==> src/rtl/dmem_mmio_bridge.sv <==
// rtl/dmem_mmio_bridge.sv - processor data-port decoder for RAM and game MMIO peripherals
//
// Routes each processor data access either to the data RAM (upper half-word
// 0x0000) or to the memory-mapped peripherals (upper half-word 0xFFFF).
// Every region answers with the same one-cycle read latency as the RAM.
//
// MMIO offsets (proc_addr[3:0]):
//   0x0 BTN_STATUS  R   [3:0] sticky press flags, [7:4] live button levels
//   0x1 BTN_CLEAR   W   clear the flags selected by wdata[3:0]
//   0x2 TIMER       R   32-bit millisecond tick count
//   0x3 TIMER_CTRL  RW  bit0 run, bit1 clear strobe (reads 0)
//   0x4 DISP_DATA   W   push wdata into the display FIFO
//   0x5 DISP_STATUS RW  bit0 full, bit1 empty, bit2 overflow, [7:4] count;
//                       writing bit2=1 clears overflow
//
// Ports:
//   clock, reset       master clock, asynchronous active-low reset
//   proc_addr/wdata/wren/q   processor data port (word addresses)
//   ram_addr/wdata/wren/q    data RAM port (ram_q registered by the RAM)
//   btn_in             raw asynchronous push-button levels
//   disp_data/valid/ready    display FIFO head, consumed on valid & ready
//
// Optional build macro: BTN_DEBOUNCE_EN adds a per-button debounce filter
// of DEBOUNCE_CYCLES stable cycles after the synchronizer.

module dmem_mmio_bridge #(
    parameter int RAM_AW          = 12,
    parameter int TIMER_DIV       = 50000,
    parameter int FIFO_DEPTH      = 8,
    parameter int DEBOUNCE_CYCLES = 16
) (
    input  logic              clock,
    input  logic              reset,
    input  logic [31:0]       proc_addr,
    input  logic [31:0]       proc_wdata,
    input  logic              proc_wren,
    output logic [31:0]       proc_q,
    output logic [RAM_AW-1:0] ram_addr,
    output logic [31:0]       ram_wdata,
    output logic              ram_wren,
    input  logic [31:0]       ram_q,
    input  logic [3:0]        btn_in,
    output logic [31:0]       disp_data,
    output logic              disp_valid,
    input  logic              disp_ready
);

    localparam int PRE_W = (TIMER_DIV > 1) ? $clog2(TIMER_DIV) : 1;
    localparam int PTR_W = (FIFO_DEPTH > 1) ? $clog2(FIFO_DEPTH) : 1;
    localparam int CNT_W = $clog2(FIFO_DEPTH) + 1;

    // Address decode
    logic ramSel, mmioSel, mmioWr;
    logic [3:0] mmioOff;
    logic unusedAddrBits;

    assign ramSel    = (proc_addr[31:16] == 16'h0000);
    assign mmioSel   = (proc_addr[31:16] == 16'hFFFF);
    assign mmioOff   = proc_addr[3:0];
    assign mmioWr    = proc_wren & mmioSel;
    assign ram_addr  = proc_addr[RAM_AW-1:0];
    assign ram_wdata = proc_wdata;
    assign ram_wren  = proc_wren & ramSel;
    // Middle address bits select nothing; fold them so every bit is consumed.
    assign unusedAddrBits = ^proc_addr;

    logic wrBtnClr, wrTimerCtrl, wrDispData, wrDispStat;
    assign wrBtnClr    = mmioWr && (mmioOff == 4'h1);
    assign wrTimerCtrl = mmioWr && (mmioOff == 4'h3);
    assign wrDispData  = mmioWr && (mmioOff == 4'h4);
    assign wrDispStat  = mmioWr && (mmioOff == 4'h5);

    // Buttons
    logic [3:0] btnSync1, btnSync2, btnLevel, btnPrev, btnFlags, btnRise, btnClrMask;

`ifdef BTN_DEBOUNCE_EN
    localparam int DB_W = $clog2(DEBOUNCE_CYCLES + 1);
    logic [DB_W-1:0] dbCount [4];
    logic [3:0]      btnFilt;

    // The filtered level follows the synchronized level only after it has
    // disagreed for DEBOUNCE_CYCLES consecutive cycles; any agreement restarts.
    always_ff @(posedge clock or negedge reset) begin
        if (!reset) begin
            btnFilt <= '0;
            for (int i = 0; i < 4; i++) dbCount[i] <= '0;
        end else begin
            for (int i = 0; i < 4; i++) begin
                if (btnSync2[i] != btnFilt[i]) begin
                    if (dbCount[i] == DB_W'(DEBOUNCE_CYCLES - 1)) begin
                        btnFilt[i] <= btnSync2[i];
                        dbCount[i] <= '0;
                    end else begin
                        dbCount[i] <= dbCount[i] + DB_W'(1);
                    end
                end else begin
                    dbCount[i] <= '0;
                end
            end
        end
    end
    assign btnLevel = btnFilt;
`else
    assign btnLevel = btnSync2;
`endif

    assign btnRise    = btnLevel & ~btnPrev;
    assign btnClrMask = wrBtnClr ? proc_wdata[3:0] : 4'b0000;

    // Timer
    logic [PRE_W-1:0] prescaler;
    logic [31:0]      timerCount;
    logic             timerRun, timerClear;
    assign timerClear = wrTimerCtrl & proc_wdata[1];

    // Display FIFO
    logic [31:0]      fifoMem [FIFO_DEPTH];
    logic [PTR_W-1:0] rdPtr, wrPtr;
    logic [CNT_W-1:0] fifoCount;
    logic             fifoFull, fifoEmpty, fifoOverflow, push, pop;
    logic [3:0]       countSat;

    assign fifoFull   = (fifoCount == CNT_W'(FIFO_DEPTH));
    assign fifoEmpty  = (fifoCount == '0);
    assign pop        = !fifoEmpty && disp_ready;
    // A full FIFO still accepts a push when the head leaves in the same cycle.
    assign push       = wrDispData && (!fifoFull || pop);
    assign disp_valid = !fifoEmpty;
    assign disp_data  = fifoEmpty ? 32'h0 : fifoMem[rdPtr];

    always_comb begin
        countSat = 4'(fifoCount);
        if (32'(fifoCount) > 32'd15) countSat = 4'hF;
    end

    // Read path: MMIO word is sampled with the address so it lines up with ram_q.
    logic [31:0] mmioWord, readData;
    logic        selRam;

    always_comb begin
        mmioWord = 32'h0;
        if (mmioSel) begin
            case (mmioOff)
                4'h0:    mmioWord = {24'h0, btnLevel, btnFlags};
                4'h2:    mmioWord = timerCount;
                4'h3:    mmioWord = {31'h0, timerRun};
                4'h5:    mmioWord = {24'h0, countSat, 1'b0, fifoOverflow, fifoEmpty, fifoFull};
                default: mmioWord = 32'h0;
            endcase
        end
    end

    assign proc_q = selRam ? ram_q : readData;

    always_ff @(posedge clock) begin
        if (push) fifoMem[wrPtr] <= proc_wdata;
    end

    always_ff @(posedge clock or negedge reset) begin
        if (!reset) begin
            selRam       <= 1'b0;
            readData     <= 32'h0;
            btnSync1     <= '0;
            btnSync2     <= '0;
            btnPrev      <= '0;
            btnFlags     <= '0;
            prescaler    <= '0;
            timerCount   <= 32'h0;
            timerRun     <= 1'b0;
            rdPtr        <= '0;
            wrPtr        <= '0;
            fifoCount    <= '0;
            fifoOverflow <= 1'b0;
        end else begin
            selRam   <= ramSel;
            readData <= mmioWord;

            btnSync1 <= btn_in;
            btnSync2 <= btnSync1;
            btnPrev  <= btnLevel;
            // New press wins over a simultaneous clear of the same bit.
            btnFlags <= (btnFlags & ~btnClrMask) | btnRise;

            if (wrTimerCtrl) timerRun <= proc_wdata[0];
            if (timerClear) begin
                prescaler  <= '0;
                timerCount <= 32'h0;
            end else if (timerRun) begin
                if (prescaler == PRE_W'(TIMER_DIV - 1)) begin
                    prescaler  <= '0;
                    timerCount <= timerCount + 32'd1;
                end else begin
                    prescaler <= prescaler + PRE_W'(1);
                end
            end

            if (push) wrPtr <= wrPtr + PTR_W'(1);
            if (pop)  rdPtr <= rdPtr + PTR_W'(1);
            case ({push, pop})
                2'b10:   fifoCount <= fifoCount + CNT_W'(1);
                2'b01:   fifoCount <= fifoCount - CNT_W'(1);
                default: fifoCount <= fifoCount;
            endcase
            if (wrDispData && fifoFull && !pop) fifoOverflow <= 1'b1;
            else if (wrDispStat && proc_wdata[2]) fifoOverflow <= 1'b0;
        end
    end

endmodule
==> config.mk <==
export PLATFORM = sky130hd
export DESIGN_NAME = dmem_mmio_bridge
export DESIGN_NICKNAME = d
export VERILOG_FILES = /design/src/rtl/dmem_mmio_bridge.sv
export SDC_FILE = /design/constraint.sdc
export NUM_CORES = 1
export LEC_CHECK = 0
export ABC_AREA = 1
export CAP_MARGIN = 5
export CORE_ASPECT_RATIO = 1.75
export CORE_MARGIN = 10
export CORE_UTILIZATION = 62
export CTS_BUF_LIST = sky130_fd_sc_hd__clkbuf_2
export DETAILED_ROUTE_END_ITERATION = 8
export GPL_ROUTABILITY_DRIVEN = 0
export PLACE_DENSITY = 0.84
export SLEW_MARGIN = 20
export SYNTH_ARGS = -nofsm -noshare
export SYNTH_HDL_FRONTEND = slang
export SYNTH_SLANG_ARGS = --single-unit
export TNS_END_PERCENT = 5
==> constraint.sdc <==
create_clock -name clock -period 7.85 [get_ports clock]
set_input_delay 1.9625 -clock clock [delete_from_list [all_inputs] [get_ports clock]]
set_output_delay 1.9625 -clock clock [all_outputs]
set_load 0.02 [all_outputs]
# [After elaboration in Yosys (flattened, before gate mapping)]
# Memory sizes are Yosys's and may differ from the RTL's.
# Index checks and enable logic that the tools add are counted.
[op_classes] addsub=6 n_eq_ne=10 muxes=16 n_bitwise=8 n_reduce_logical=21
[op_table] operator="two-way mux 32 bit" count=6
[op_table] operator="case mux 32 bit (4 select lines)" count=1
[op_table] operator="two-way mux 16 bit" count=3
[op_table] operator="adder 32 x 1 -> 32 bit (second input constant)" count=1
[op_table] operator="== test 16 bit (second input constant)" count=2
[op_table] operator="adder 16 x 1 -> 16 bit (second input constant)" count=1
[op_table] operator="zero test 16 bit" count=1
[op_table] operator="logical AND 1 bit" count=9
[op_table] operator="AND 4 bit" count=2
[op_table] operator="== test 4 x 2 -> 1 bit (second input constant)" count=2
[op_table] operator="== test 4 x 3 -> 1 bit (second input constant)" count=2
[op_table] operator="zero test 4 bit" count=2
[op_table] operator="inverter 4 bit" count=2
[op_table] operator="case mux 4 bit (2 select lines)" count=1
[op_table] operator="nonzero test 2 bit" count=4
[op_table] operator="adder 3 x 1 -> 3 bit (second input constant)" count=2
[op_table] operator="adder 4 x 1 -> 4 bit (second input constant)" count=1
[op_table] operator="== test 4 x 1 -> 1 bit (second input constant)" count=1
[op_table] operator="== test 4 bit (second input constant)" count=1
[op_table] operator="two-way mux 1 bit" count=4
[op_table] operator="two-way mux 4 bit" count=1
[op_table] operator="bitwise OR 4 bit" count=1
[op_table] operator="subtractor 4 x 1 -> 4 bit (second input constant)" count=1
[op_table] operator="AND 1 bit" count=3
[op_table] operator="5 further kinds" count=7
[totals] ff_bits=109 mem_bits_rw=256 input_bits=104 output_inout_bits=110 word_cells=75 n_memories=1
[memory_table] name="fifoMem" depth=8 width=32 rd=1 rd_clocked_by_memory_dff=0 write_ports=1 line_no="117" rtl="logic [31:0] fifoMem [FIFO_DEPTH];"

# [Logic depth before layout (Yosys ltp)]
# Gate-level depths: netlist of the first run.
[depth] word_depth=7 ltp_mapped=14 depth_no_buf=14

# [Worst setup path after synthesis of the first run]
# Ideal clock, no wire load.
[synth_timing] path_kind="input to register" start="input port proc_addr[17]" end="memory fifoMem[2][0], enable pin" setup_ns=0.461 arrival_ns=5.199 t_required_ns=7.389 slack_ns=2.189 path_stages=9 n_path_buf=0 cell_sequence="nand2_1 > nor2_1 > nand2_1 > nor2_4 > nand3_1 > nor2_2 > inv_1 > or2_1 > nor3_1"
[synth_via] elab_chain_cells=6
[synth_rtl] item="start: declaration" line_no="34" rtl="input logic [31:0] proc_addr,"
[synth_rtl] item="== test 16 bit" line_no="58" rtl="assign mmioSel = (proc_addr[31:16] == 16'hFFFF);"
[synth_rtl] item="AND 1 bit" line_no="60" rtl="assign mmioWr = proc_wren & mmioSel;"
[synth_rtl] item="logical AND 1 bit" line_no="70" rtl="assign wrDispData = mmioWr && (mmioOff == 4'h4);"
[synth_rtl] item="logical AND 1 bit" line_no="127" rtl="assign push = wrDispData && (!fifoFull || pop);"
[synth_rtl] item="two-way mux 1 bit" line_no="156" rtl="if (push) fifoMem[wrPtr] <= proc_wdata;"
[synth_rtl] item="two-way mux 1 bit (not written as such)" line_no="156"
[synth_rtl] item="end: declaration" line_no="117"
# No other way between the ends.

# [Final worst setup path of the first run]
[layout_timing] start="register rdPtr[0]" end="output port disp_data[3]"
[layout_via] elab_chain_cells=2
[layout_rtl] item="start: declaration" line_no="118" rtl="logic [PTR_W-1:0] rdPtr, wrPtr;"
[layout_rtl] item="start signal: assignment" line_no="198" rtl="if (pop) rdPtr <= rdPtr + PTR_W'(1);"
[layout_rtl] item="memory (8 x 32 bit)"
[layout_rtl] item="two-way mux 32 bit" line_no="129" rtl="assign disp_data = fifoEmpty ? 32'h0 : fifoMem[rdPtr];"
[layout_rtl] item="end: declaration" line_no="43" rtl="output logic [31:0] disp_data,"
# No other way between the ends.

==> results of run 1 <==
[power breakdown]
| group | total, mW | switching, mW | internal, mW |
|---|---|---|---|
| Sequential | 2.14 | 0.0504 | 2.09 |
| Combinational | 1.73 | 1.08 | 0.652 |
| Clock | 1.14 | 0.719 | 0.423 |
[worst max path at each step]
stage	start	to	slack, ns
detailed placement	proc_addr[20]	ram_wren	2.17
global route	rdPtr[0]	disp_data[3]	1.33
finish	rdPtr[0]	disp_data[3]	1.59
floorplan	proc_addr[17]	fifoMem[2][0]	2.19
global placement	proc_addr[20]	ram_wren	2.18
CTS	rdPtr[0]	disp_data[3]	1.54
[registers in the layout, indices dropped and copies added (netlist names)]
name and cells:
fifoOverflow 1, timerCount 32, btnFlags 4, selRam 1, fifoMem 256, timerRun 1
rdPtr 3, wrPtr 3, prescaler 16, btnPrev 4, countSat 4, btnLevel 4
btnSync1 4, readData 32
[kinds of logic (layout without fill, tap and decap cells)]
group                      after synthesis  after routing  share of synthesized area
muxes                                   32             32                     0.0224
adders and majority gates                5              5                    0.00389
and+or+nand+nor                        531            531                      0.141
DFF                                    365            365                      0.648
AOI/OAI and AO/OA                      301            301                      0.106
buffers and inverters                  207            438                     0.0600
xor gates and xnor gates                35             35                     0.0191
other                                    0              1                          0
[metrics by stage]
step	util	cell area, sq um	setup WS [ns]
6_report	0.733	18700	1.59
3_5_place_dp	0.706	17900	2.17
5_1_grt	0.733	18700	1.33
4_1_cts	0.733	18700	1.54
2_1_floorplan	-	16100	2.19
3_3_place_gp	0.706	17900	2.18
[cell usage after synthesis (all sizes together) (31+ instances only)]
master | count | area (sq um)
buf | 66 | 435
nand3 | 34 | 175
edfxtp | 256 | 7690
o22ai | 32 | 200
a31oi | 38 | 238
nor3 | 60 | 320
dfrtp | 109 | 2730
nor2 | 239 | 915
mux2 | 32 | 360
clkbuf | 49 | 184
o21ai | 205 | 1040
inv | 90 | 338
nand2 | 157 | 592
xor2 | 31 | 272
[critical path, stage by stage (launching register included)]
cell and delay [ns]:
dfrtp_4 0.68, clkinv_2 0.52, buf_4 0.66, o21ai_0 0.18, o22ai_1 0.20, o21ai_0 0.11, a31oi_1 0.29, clkdlybuf4s50_1 0.68
[final cells by class]
cell class              instances  area (sq um)
inverters                      92           347
fillers                      1729          6780
well taps                     316           395
clock buffers                 101           505
multi-input cells             904          4740
clock inverters                36           198
flip-flops and latches        365         10400
repair buffers                209          2050
diodes                          1          2.50
[layer usage]
metal	up-vias	GRT usage	share of wire
li1	5553	-	-
met1	5765	0.245	0.35
met2	599	0.418	0.54
met3	138	0.0549	0.076
met4	0	0.126	0.036
met5	-	0	0
==> out/metrics.cfg, run 1 <==
[outcome]
status = completed

[drt]
viasPerCell = 5.96
wl_per_cell_um = 19.4
drc_errors = 0
ant_nets = 0
first_iter_violations = 995
drt-pass1-iter-count = 6
vias = 12100
wirelength_um = 39200

[place]
hpwl_um = 24400
place_inst = 1886
io_buffers = 193

[cells_and_area]
drive_above_1_share = 0.117
final_common_cell = edfxtp_1
fin_cells = 2024
area_growth_pct = 16.0
final_cell_mix = 256 x edfxtp_1, 236 x nor2_1, 201 x o21ai_0
nNetsFinal = 1758

[worst_setup_path]
worst-r2r-cell-count = 7
cp.arrival_ns = 4.30
cp-end-kind = output pin
crit_required_ns = 5.89
worstSetupPathType = register to output pin
startpoint_type = register
reg2reg_from = prescaler[0]
timing.rr.end = timerCount[13]
r2r_slack_ns = 5.14
crit_fanout = 76

[clock_network]
postCtsHoldBufs = 0
clk_pin_slew_ns = 0.12
cts_made_buffers = 77
ctsHtreeMaxLevel = 3
post_cts_buffers = 0
cts_root_buffer = clkbuf_2
postCtsResizedCells = 0
worstSkewPairLatency_ns = 0.93
cts_buffer_depth = 3
cts_tree = yes
clock-sinks = 365

[die]
core_area_sq_um = 25400
rows = 77
die_w_um = 142
die_y_um = 233
ios = 214
initial_core_util = 0.632
dieArea_sq_um = 33000

[timing]
tightestPinTransition_ns = 0.992
whs_ns = 0.359
fmax_ghz = 0.160
min_period_ns = 6.26
drv_slew = 0
fin_skew_ns = 0.0545
hold_violations = 0
maxSlewHeadroom = 0.339
rsz0062_at_grt = no
min_period_over_period = 0.797
setup_viol = 0
fin_setup_tns_ns = 0

[min_path]
min_path_cells = 0
min_to = btnLevel[1]
hp-start = btnSync1[1]
hold_path_class = register to register

[global_routing]
grt_max_degree = 95
grt_pass1_wl_um = 61600
grt_overflow_total = 0
grt_util_all_layers = 0.233
antenna_found_initial = 1
grt_pass1_vias = 12500

[synthesis]
syn_area_sq_um = 16100
syn-instance-count = 1476
async_reset_ff_frac = 0.299
syn_avg_cell_area_sq_um = 10.9
ys_ff_latch = 365
syn-num-nets = 1585
synth_edf_count = 256
yosysUniqueCellTypes = 41
yosysSeqAreaShare = 0.648
synthFlopType = edfxtp_1
yosys_warnings = 0

[power]
powerDensity_nw_per_um2 = 269
cellLeakagePower_nw = 7.16
irDropWorstVdd_mv = 0.193
power_mw = 5.01

[run]
drv_cap = 0

Note: power is estimated with default switching activity, not from simulation.
==> run 2: changes to the inputs <==
--- a/config.mk
+++ b/config.mk
@@ -9,11 +9,11 @@
 export CAP_MARGIN = 5
 export CORE_ASPECT_RATIO = 1.75
 export CORE_MARGIN = 10
-export CORE_UTILIZATION = 62
+export CORE_UTILIZATION = 52
 export CTS_BUF_LIST = sky130_fd_sc_hd__clkbuf_2
 export DETAILED_ROUTE_END_ITERATION = 8
 export GPL_ROUTABILITY_DRIVEN = 0
-export PLACE_DENSITY = 0.84
+export PLACE_DENSITY = 0.75
 export SLEW_MARGIN = 20
 export SYNTH_ARGS = -nofsm -noshare
 export SYNTH_HDL_FRONTEND = slang
==> constraint.sdc (replaced) <==
create_clock -name clock -period 5.03 [get_ports clock]
set_input_delay 1.2575 -clock clock [delete_from_list [all_inputs] [get_ports clock]]
set_output_delay 1.2575 -clock clock [all_outputs]
set_load 0.02 [all_outputs]
==> out/metrics.cfg, run 2 (same netlist as run 1, synthesis figures left out) <==
[worst_setup_path]
cp_num_cells = 6  ; -1
cp_num_buf_inv = 2  ; -1
cp.arrival_ns = 3.48  ; -0.82 ns
cpLargestDelayFamily = buffers and inverters
startpoint_type = register
path_cells = buf_4 -> o21ai_0 -> o22ai_1 -> o21ai_0 -> a31oi_1 -> clkdlybuf4s50_1
crit_slowest_cell = clkdlybuf4s50_1
cp-end-kind = output pin
crit_path_frequent_cell = o21ai_0
crit_fanout = 65  ; -14%
worstSetupPathType = register to output pin
cpPeakStageDelay_ns = 0.64  ; -0.04 ns
worst-r2r-cell-count = 7  ; unchanged
r2r_slack_ns = 2.31  ; -2.83 ns
crit_required_ns = 3.77  ; -2.12 ns

[cells_and_area]
postLayoutCoreUtil = 0.616  ; -0.118
largest-register = fifoMem
largestRegisters = fifoMem (256), readData (32), timerCount (32)
final_cell_mix = 256 x edfxtp_1, 236 x nor2_1, 201 x o21ai_0
nNetsFinal = 1763  ; +0.28%
largest_reg_flops = 256  ; unchanged
drive_above_1_share = 0.121  ; +0.00447
stdcell_area_sq_um = 18900  ; +1.1%
fin_cells = 2102  ; +3.9%
final_common_cell = edfxtp_1
area_growth_pct = 17.3

[global_routing]
grt_max_degree = 131  ; +38%
grt_pass1_wl_um = 61500  ; -0.12%
grt_pass1_vias = 12300  ; -1.7%
grt_util_all_layers = 0.195  ; -0.0378
antenna_found_initial = 1  ; unchanged
grt_overflow_total = 0  ; unchanged

[clock_network]
clk_pin_slew_ns = 0.13  ; about the same
cts_root_buffer = clkbuf_2
postCtsHoldBufs = 0  ; unchanged
cts_tree = yes
cts_made_buffers = 79  ; +2.6%
cts_buffer_depth = 3  ; unchanged
clock-sinks = 365  ; unchanged
worstSkewPairLatency_ns = 0.96  ; +0.03 ns
post_cts_buffers = 0  ; unchanged
ctsHtreeMaxLevel = 3  ; unchanged

[power]
irDropWorstVdd_mv = 0.391  ; +100%
p_int_mw = 5.07  ; +60%
swShare = 0.362  ; -0.00699
power_frac_comb = 0.351  ; +0.005
cellLeakagePower_nw = 7.22  ; +0.81%
p_seq_frac = 0.414  ; -0.012
power_mw = 7.95  ; +59%
clockPowerShare = 0.234  ; +0.006
powerDensity_nw_per_um2 = 422  ; +57%
p_switching_mw = 2.88  ; +56%

[timing]
whs_ns = 0.310  ; -0.0489 ns
tightestPinTransition_ns = 0.953  ; -0.0393 ns
fin_skew_ns = 0.0607  ; +0.00625 ns
setup_viol = 0  ; unchanged
fmax_ghz = 0.211
rsz0062_at_grt = no
drv_slew = 0  ; unchanged
maxSlewHeadroom = 0.364  ; +0.0253
min_period_over_period = 0.942
min_period_ns = 4.74
layout_setup_ws_ns = 0.293  ; -1.30 ns
hold_violations = 0  ; unchanged
fin_setup_tns_ns = 0  ; unchanged

[drt]
wl_per_cell_um = 18.5  ; -4.3%
vias = 11800  ; -2.1%
wirelength_um = 39000  ; -0.60%
drc_errors = 0  ; unchanged
first_iter_violations = 761  ; -24%
ant_nets = 0  ; unchanged
viasPerCell = 5.61  ; -5.8%
drt-pass1-iter-count = 5  ; -1

[die]
ios = 214  ; unchanged
core_area_sq_um = 30600  ; +20%
die_y_um = 253  ; +8.4%
initial_core_util = 0.525  ; -0.107
dieArea_sq_um = 38600  ; +17%
die_w_um = 153  ; +7.9%
rows = 85  ; +10%

[place]
io_buffers = 193  ; unchanged
place_inst = 1964  ; +4.1%
hpwl_um = 24400  ; +0.15%
dp_slack_ns = 0.867  ; -1.30 ns
placedInstanceArea_sq_um = 18100  ; +0.92%

[min_path]
hold_path_class = input port to asynchronous set/reset pin

[run]
drv_cap = 0  ; unchanged

[outcome]
status = completed

==> run 2: per-layer routing <==
metal | GRT usage | vias up | share of wire
met5 | 0 | - | 0
met3 | 0.0480 | 87 | 0.067
met1 | 0.203 | 5685 | 0.36
met4 | 0.0949 | 0 | 0.031
met2 | 0.357 | 460 | 0.54
li1 | - | 5564 | -
==> run 2: area by class of cell <==
type	count	area (sq um)
Sequential cell	365	10400
Tap cell	391	489
Antenna cell	1	2.50
Timing Repair Buffer	212	2120
Inverter	92	347
Clock inverter	25	180
Fill cell	2437	11800
Multi-Input combinational cell	904	4740
Clock buffer	112	561
==> run 2: final timing paths <==
| kind | from | end |
|---|---|---|
| setup / recovery | rdPtr[1] | disp_data[22] |
| hold / removal | reset | timerCount[31] |
| setup reg to reg | prescaler[0] | timerCount[4] |
| hold reg to reg | btnSync1[2] | btnLevel[2] |
| max in group asynchronous | reset | btnFlags[1] |
| min in group clock | btnSync1[2] | btnLevel[2] |
==> run 2: power groups by stage <==
stage / clock, mW / combinational (mW) / sequential [mW]
2_1_floorplan: 0 / 1.69 / 3.34
3_3_place_gp: 0 / 2.75 / 3.35
3_5_place_dp: 0 / 2.82 / 3.36
4_1_cts: 1.92 / 2.83 / 3.29
5_1_grt: 2.06 / 3.06 / 3.30
6_report: 1.86 / 2.79 / 3.29
==> run 2: repair_timing <==
action | CTS | global route
endpoints found under the setup margin | 0 | 1
hold endpoints to repair | 0 | 0
resized for setup | 0 | 1
